File: src/rtl/ttt_game_ctrl.sv
// Tic-tac-toe game controller: owns the 3x3 board, takes moves via valid/ready,
// alternates turns and turns the external win checker's verdict into winner/draw.
module ttt_game_ctrl #(
    parameter logic FIRST_PLAYER = 1'b1,
    parameter logic ALT_START    = 1'b0
) (
    input  logic       clk,
    input  logic       rst_n,
    input  logic       new_game,
    input  logic       move_valid,
    input  logic [3:0] move_pos,
    output logic       move_ready,
    input  logic       win_in,
    output logic [1:0] v11,
    output logic [1:0] v12,
    output logic [1:0] v13,
    output logic [1:0] v21,
    output logic [1:0] v22,
    output logic [1:0] v23,
    output logic [1:0] v31,
    output logic [1:0] v32,
    output logic [1:0] v33,
    output logic       check_turn,
    output logic       turn,
    output logic [3:0] move_count,
    output logic       illegal,
    output logic       game_over,
    output logic [1:0] winner,
    output logic       draw
);

    typedef enum logic [1:0] {PLAY, CHECK, DONE} state_t;

    state_t          state_reg, state_next;
    logic [8:0][1:0] board_reg, board_next;
    logic            turn_reg, turn_next;
    logic            check_reg, check_next;
    logic            start_reg, start_next;
    logic [3:0]      count_reg, count_next;
    logic            illegal_reg, illegal_next;
    logic            draw_reg, draw_next;
    logic [1:0]      winner_reg, winner_next;
    logic [15:0]     busy_vec;
    logic [1:0]      mark;

    // Indices 9..15 read as occupied so one lookup rejects both bad cases.
    assign busy_vec[15:9] = '1;
    generate
        for (genvar gi = 0; gi < 9; gi++) begin : g_busy
            assign busy_vec[gi] = |board_reg[gi];
        end
    endgenerate

    assign mark = turn_reg ? 2'b10 : 2'b01;

    always_comb begin
        state_next   = state_reg;
        board_next   = board_reg;
        turn_next    = turn_reg;
        check_next   = check_reg;
        start_next   = start_reg;
        count_next   = count_reg;
        illegal_next = 1'b0;
        draw_next    = draw_reg;
        winner_next  = winner_reg;

        if (new_game) begin
            board_next  = '0;
            count_next  = 4'd0;
            winner_next = 2'b00;
            draw_next   = 1'b0;
            state_next  = PLAY;
            start_next  = ALT_START ? ~start_reg : start_reg;
            turn_next   = ALT_START ? ~start_reg : FIRST_PLAYER;
            check_next  = turn_next;
        end else begin
            case (state_reg)
                PLAY: begin
                    if (move_valid) begin
                        if (!busy_vec[move_pos]) begin
                            for (int i = 0; i < 9; i++) begin
                                if (move_pos == 4'(i)) board_next[i] = mark;
                            end
                            check_next = turn_reg;
                            count_next = (count_reg == 4'd9) ? 4'd9 : count_reg + 4'd1;
                            state_next = CHECK;
                        end else begin
                            illegal_next = 1'b1;
                        end
                    end
                end
                CHECK: begin
                    if (win_in) begin
                        winner_next = check_reg ? 2'b10 : 2'b01;
                        state_next  = DONE;
                    end else if (count_reg == 4'd9) begin
                        draw_next  = 1'b1;
                        state_next = DONE;
                    end else begin
                        turn_next  = ~turn_reg;
                        state_next = PLAY;
                    end
                end
                DONE:    state_next = DONE;
                default: state_next = PLAY;
            endcase
        end
    end

    always_ff @(posedge clk) begin
        if (!rst_n) begin
            state_reg   <= PLAY;
            board_reg   <= '0;
            turn_reg    <= FIRST_PLAYER;
            check_reg   <= FIRST_PLAYER;
            start_reg   <= FIRST_PLAYER;
            count_reg   <= 4'd0;
            illegal_reg <= 1'b0;
            draw_reg    <= 1'b0;
            winner_reg  <= 2'b00;
        end else begin
            state_reg   <= state_next;
            board_reg   <= board_next;
            turn_reg    <= turn_next;
            check_reg   <= check_next;
            start_reg   <= start_next;
            count_reg   <= count_next;
            illegal_reg <= illegal_next;
            draw_reg    <= draw_next;
            winner_reg  <= winner_next;
        end
    end

    assign v11        = board_reg[0];
    assign v12        = board_reg[1];
    assign v13        = board_reg[2];
    assign v21        = board_reg[3];
    assign v22        = board_reg[4];
    assign v23        = board_reg[5];
    assign v31        = board_reg[6];
    assign v32        = board_reg[7];
    assign v33        = board_reg[8];
    assign move_ready = (state_reg == PLAY);
    assign game_over  = (state_reg == DONE);
    assign check_turn = check_reg;
    assign turn       = turn_reg;
    assign move_count = count_reg;
    assign illegal    = illegal_reg;
    assign winner     = winner_reg;
    assign draw       = draw_reg;

endmodule
File: config.mk
export PLATFORM = sky130hd
export DESIGN_NAME = ttt_game_ctrl
export DESIGN_NICKNAME = d
export VERILOG_FILES = /design/src/rtl/ttt_game_ctrl.sv
export SDC_FILE = /design/constraint.sdc
export NUM_CORES = 1
export LEC_CHECK = 0
export CAP_MARGIN = 20
export CORE_ASPECT_RATIO = 0.75
export CORE_MARGIN = 4
export CORE_UTILIZATION = 43
export CTS_BUF_LIST = sky130_fd_sc_hd__clkbuf_8
export DETAILED_ROUTE_END_ITERATION = 8
export GPL_TIMING_DRIVEN = 0
export PLACE_DENSITY = 0.77
export REMOVE_ABC_BUFFERS = 1
export SETUP_SLACK_MARGIN = 0.15
export SLEW_MARGIN = 20
export SYNTH_ARGS = -nofsm -noshare
export SYNTH_HDL_FRONTEND = slang
export SYNTH_SLANG_ARGS = --single-unit
File: constraint.sdc
create_clock -name clk -period 2 [get_ports clk]
set_clock_uncertainty 0.2 [all_clocks]
set_input_delay 0.4 -clock clk [delete_from_list [all_inputs] [get_ports clk]]
set_output_delay 0.4 -clock clk [all_outputs]
set_load 0.05 [all_outputs]
# Word level (Yosys, flattened, before mapping)
# Cells that the tools add are included.
[op_classes]
add_sub_neg = 1
n_lt_le_gt_ge = 1
eq_ne = 13
muxes = 11
n_bitwise = 7
n_reduce_logical = 27
[ops]
columns = ["op", "n"]
rows = [
  ["AND reduction 4 bit", 9],
  ["OR reduction 2 bit", 10],
  ["equality test 4 x 3 -> 1 bit, second input constant", 4],
  ["two-way mux 2 bit", 6],
  ["AND reduction 3 bit", 3],
  ["equality test 4 x 2 -> 1 bit, second input constant", 2],
  ["equality test 4 bit, second input constant", 2],
  ["NOT 1 bit", 7],
  ["case mux 2 bit (3 select lines)", 1],
  ["< comparator 4 x 5 -> 1 bit, second input constant", 1],
  ["adder 4 x 1 -> 4 bit, second input constant", 1],
  ["binary-select mux 1 bit (select 4 bit)", 1],
  ["equality test 4 x 1 -> 1 bit, second input constant", 1],
  ["zero test 4 bit", 1],
  ["two-way mux 4 bit", 1],
  ["!= test 2 bit, second input constant", 2],
  ["AND reduction 2 bit", 2],
  ["OR reduction 4 bit", 1],
  ["equality test 2 x 1 -> 1 bit, second input constant", 1],
  ["equality test 2 bit, second input constant", 1],
  ["zero test 2 bit", 1],
  ["two-way mux 1 bit", 2],
]
[word_totals]
reg_bits = 30
output_inout_bits = 30
wordCells = 76

# Logic depth before layout (Yosys ltp)
[depth]
ltp_word = 6
ltp_mapped = 6
ltp_nobuf = 5

# Worst setup path after synthesis
# Ideal clock, no wire load.
[synth_path]
path_kind = "register to register"
start = "register board_reg, in the netlist v23[1]"
end = "register count_reg[2] (netlist: move_count[2])"
arrival_ns = 2.101
required_ns = 1.729
setup_slack_ns = -0.372
path_stages_with_launch = 6
n_path_buf = 0
synth_period_minus_slack_ns = 2.372
cell_sequence = "dfxtp_1 > or2_1 > mux4_2 > o22a_4 > or4_1 > a21oi_1"
[synth_between]
elab_chain_cells = 5
[synth_lines]
columns = ["item", "line", "text"]
rows = [
  ["start: declaration", "35", "logic [8:0][1:0] board_reg, board_next;"],
  ["start signal: assignment", "123", "board_reg <= board_next;"],
  ["OR reduction 2 bit", "50", "assign busy_vec[gi] = |board_reg[gi];"],
  ["binary-select mux 1 bit (select 4 bit)", "80", "if (!busy_vec[move_pos]) begin"],
  ["two-way mux 1 bit (implied by the code)", "80", ""],
  ["NOT 1 bit (no source line)", "-", ""],
  ["AND reduction 3 bit (no source line)", "-", ""],
  ["end signal: assignment", "127", "count_reg <= count_next;"],
  ["end: declaration", "39", "logic [3:0] count_reg, count_next;"],
]
# Every way passes these cells. The select of a mux whose other input is x is not followed.
# A chain may end at the register's enable or synchronous reset.

# Worst setup path in the final report
[layout_path]
start = "register board_reg, in the netlist v31[0]"
end = "register count_reg[1] (netlist: move_count[1])"
# The elaborated chain is that of the path after synthesis.

==> summary.txt <==
Run status
  • Status: complete, but fails checks
  • Violated checks: negative setup slack

Placed design
  • Pre-CTS setup slack: -1.03 ns
  • Placed cell area: 1680 um2
  • Count of input and output buffers: 38
  • Gpl congestion: 0.773
  • Post-DP HPWL: 2490 um
  • Placed instance count: 214

Logic synthesis
  • Mapped cell area: 1290 um2
  • Yosys top cell by area: dfxtp_1
  • Ranking of synthesized cells by area: dfxtp_1 46%, nor2_1 7.0%, a21oi_1 6.2%
  • Syn avg cell area: 8.92 um2
  • Ys flop type: dfxtp_1
  • Synth warn: 0
  • Top-count cell post-synth: dfxtp_1
  • Distinct cell type count after synthesis: 38
  • Seq/Total Area, Yosys: 46.4%
  • Yosys top cell area share: 46.4%
  • Share of flip-flops with an asynchronous set or reset: 0%
  • Yosys reg bits: 30
  • Post-synth EDFFs: 0
  • Post-Syn Instances: 145
  • Synth cell count leaders: 30 x dfxtp_1, 24 x nor2_1, 16 x a21oi_1

Pwr
  • Pwr Density: 632 nW/um2
  • Lkg Pwr: 0.815 nW
  • Peak supply drop: 0.386 mV

Detailed routing
  • Wirelength per Cell: 16.6 um
  • Vias after detailed routing: 1321
  • DR WL met2: 1970 um
  • Initial DRC Count: 74
  • DRC Markers: 0
  • Top Layer Used: met4
  • Via density: 5.65
  • DRT Pass-1 Iters: 4
  • Final wirelength: 3900 um
  • Met1 WL: 1660 um
  • Detail Route Antenna Nets: 0
  • Routed wl met3: 172 um

STA
  • Max_slew headroom: 62.6%
  • Slew Viols, Final: 0
  • Final Critical Period: 2.19 ns
  • Min Hold Slack: 0.257 ns
  • Fmax: 457 MHz
  • Setup-failing EPs final: 18
  • Fin. Hold Viols: 0
  • Final Cycle Share: 109%
  • Slew @ Worst Pin: 0.560 ns
  • Setup TNS: -1.66 ns
  • RSZ-0062 raised after global routing: yes
  • Final worst slack: -0.189 ns

Die
  • Total die area: 3960 um2
  • Std cell rows: 16
  • IO Count: 39
  • Initial core utilization: 47.2%
  • Core box area: 2740 um2
  • Die Ht: 55.5 um
  • Die X: 71.3 um

Worst setup path
  • R2r startpoint: v31[0]
  • CP bufs+invs: 0
  • Crit path depth: 5
  • CP Max Fanout: 5
  • Startpoint types: flip-flop
  • CP max stage cell: mux4_2
  • Reg2reg setup slack: -0.19 ns
  • CP Cell Sequence: or2_1 > mux4_2 > o22a_4 > or2_4 > o41ai_2
  • Crit path arrival time: 2.17 ns
  • Critical Path End Type: flip-flop
  • Max incr delay on CP: 0.49 ns
  • Cell count of the worst reg-to-reg path: 5
  • Worst Setup Path Type: flip-flop to flip-flop
  • CP delay by family, top: compound AO/OA/AOI/OAI gates
  • Critical R2R Capture: move_count[1]
  • CP required: 1.98 ns

Global routing
  • Initial antenna violation count: 0
  • Total GRT Usage: 18.0%
  • Remaining Overflow, GRT: 0
  • Global-route wire length before repair: 5750 um
  • Vias in the first global route: 1323
  • Largest net degree at the start of global routing: 27

CTS
  • Sink Count: 30
  • H-tree levels: 2
  • Cts hold-fix bufs: 0
  • Clk slew on worst S/H paths: 0.06 ns
  • CTS root buf: clkbuf_8
  • CTS tree: done
  • Num CTS Buffers: 5
  • Skew-Pair Late Insertion Delay: 0.28 ns
  • Clock tree buffer depth: 2

Worst hold path
  • WHS Endpoint: winner[1]
  • Min-Delay Path Class: flip-flop to flip-flop
  • Worst hold path depth: 2
  • Worst hold start: winner[1]

Finish
  • Fin area: 1980 um2
  • Layout cell share with drive strength beyond 1: 32.3%
  • Final net count: 206
  • Fillers: 204
  • Max FFs per register: 4
  • Area grow syn2layout: 53.2%
  • Non-Filler Instances: 234
  • Antenna cells: 0

Run
  • Maxcap violations: 0
## how the worst max path moves through the flow
stage,from,to,slack [ns]
floorplan,v23[1],move_count[3],-0.38
global placement,move_pos[1],move_count[2],-0.95
detailed placement,move_pos[1],move_count[3],-1.03
CTS,v31[0],move_count[1],-0.20
global route,move_valid,v11[0],-0.23
finish,v31[0],move_count[1],-0.19
## cell families after synthesis
logic type | after synthesis | synth area share, %
mux | 2 | 2.51
simple gates | 69 | 29.0
flops | 30 | 46.4
xor+xnor | 1 | 0.677
buf+inv | 10 | 4.26
compound gates | 33 | 17.1
## cell usage in the layout, fill, tap and decap left out, types with 5 or more instances in the layout
master | synthesis | layout
dfxtp_1 | 30 | 24
dfxtp_2 | 0 | 6
clkdlybuf4s50_1 | 0 | 5
a21oi_1 | 16 | 11
nor2b_1 | 6 | 6
a21oi_2 | 0 | 5
nand2_1 | 9 | 9
dlygate4sd2_1 | 0 | 17
nor2_1 | 24 | 23
a31oi_1 | 7 | 7
inv_1 | 5 | 6
clkdlybuf4s15_1 | 0 | 6
buf_4 | 0 | 12
clkbuf_8 | 1 | 6
## layout make-up
class                           count  area (um2)  share of cell area [%]
Multi-Input combinational cell    105         787                    39.7
Timing Repair Buffer               50         432                    21.8
Clock buffer                        6        82.6                    4.17
Sequential cell                    30         608                    30.7
Tap cell                           36        45.0                    2.27
Inverter                            5        18.8                   0.947
Clock inverter                      2        8.76                   0.442
## layer usage
layer	vias up	global-route usage, %
met1	633	22.0
met3	12	4.53
met5	-	0
li1	628	-
met2	48	28.9
met4	0	9.38
## power breakdown
group / internal (W) / switching [W]
clock: 0.000272 / 0.000223
combinational: 0.0000602 / 0.0000904
sequential: 0.000602 / 0.00000592
total: 0.000934 / 0.000319
## stage by stage
stage	utilization [%]	power [W]
floorplan	-	0.000688
global placement	61.4	0.000735
detailed placement	61.4	0.000738
CTS	68.9	0.00124
global route	72.3	0.00129
finish	72.3	0.00125
## worst register-to-register path, stage by stage (launching register included)
cell and delay (ns):
dfxtp_2 0.32, or2_1 0.23, mux4_2 0.49, o22a_4 0.27
or2_4 0.26, o41ai_2 0.32
## repair_timing
item,4_1_cts,5_1_grt
buffers inserted,9,3
setup endpoints to repair,56,33
pin swaps,8,12
gates resized for setup,71,28
cloned,0,0
Note: power is estimated with default switching activity, not from simulation.
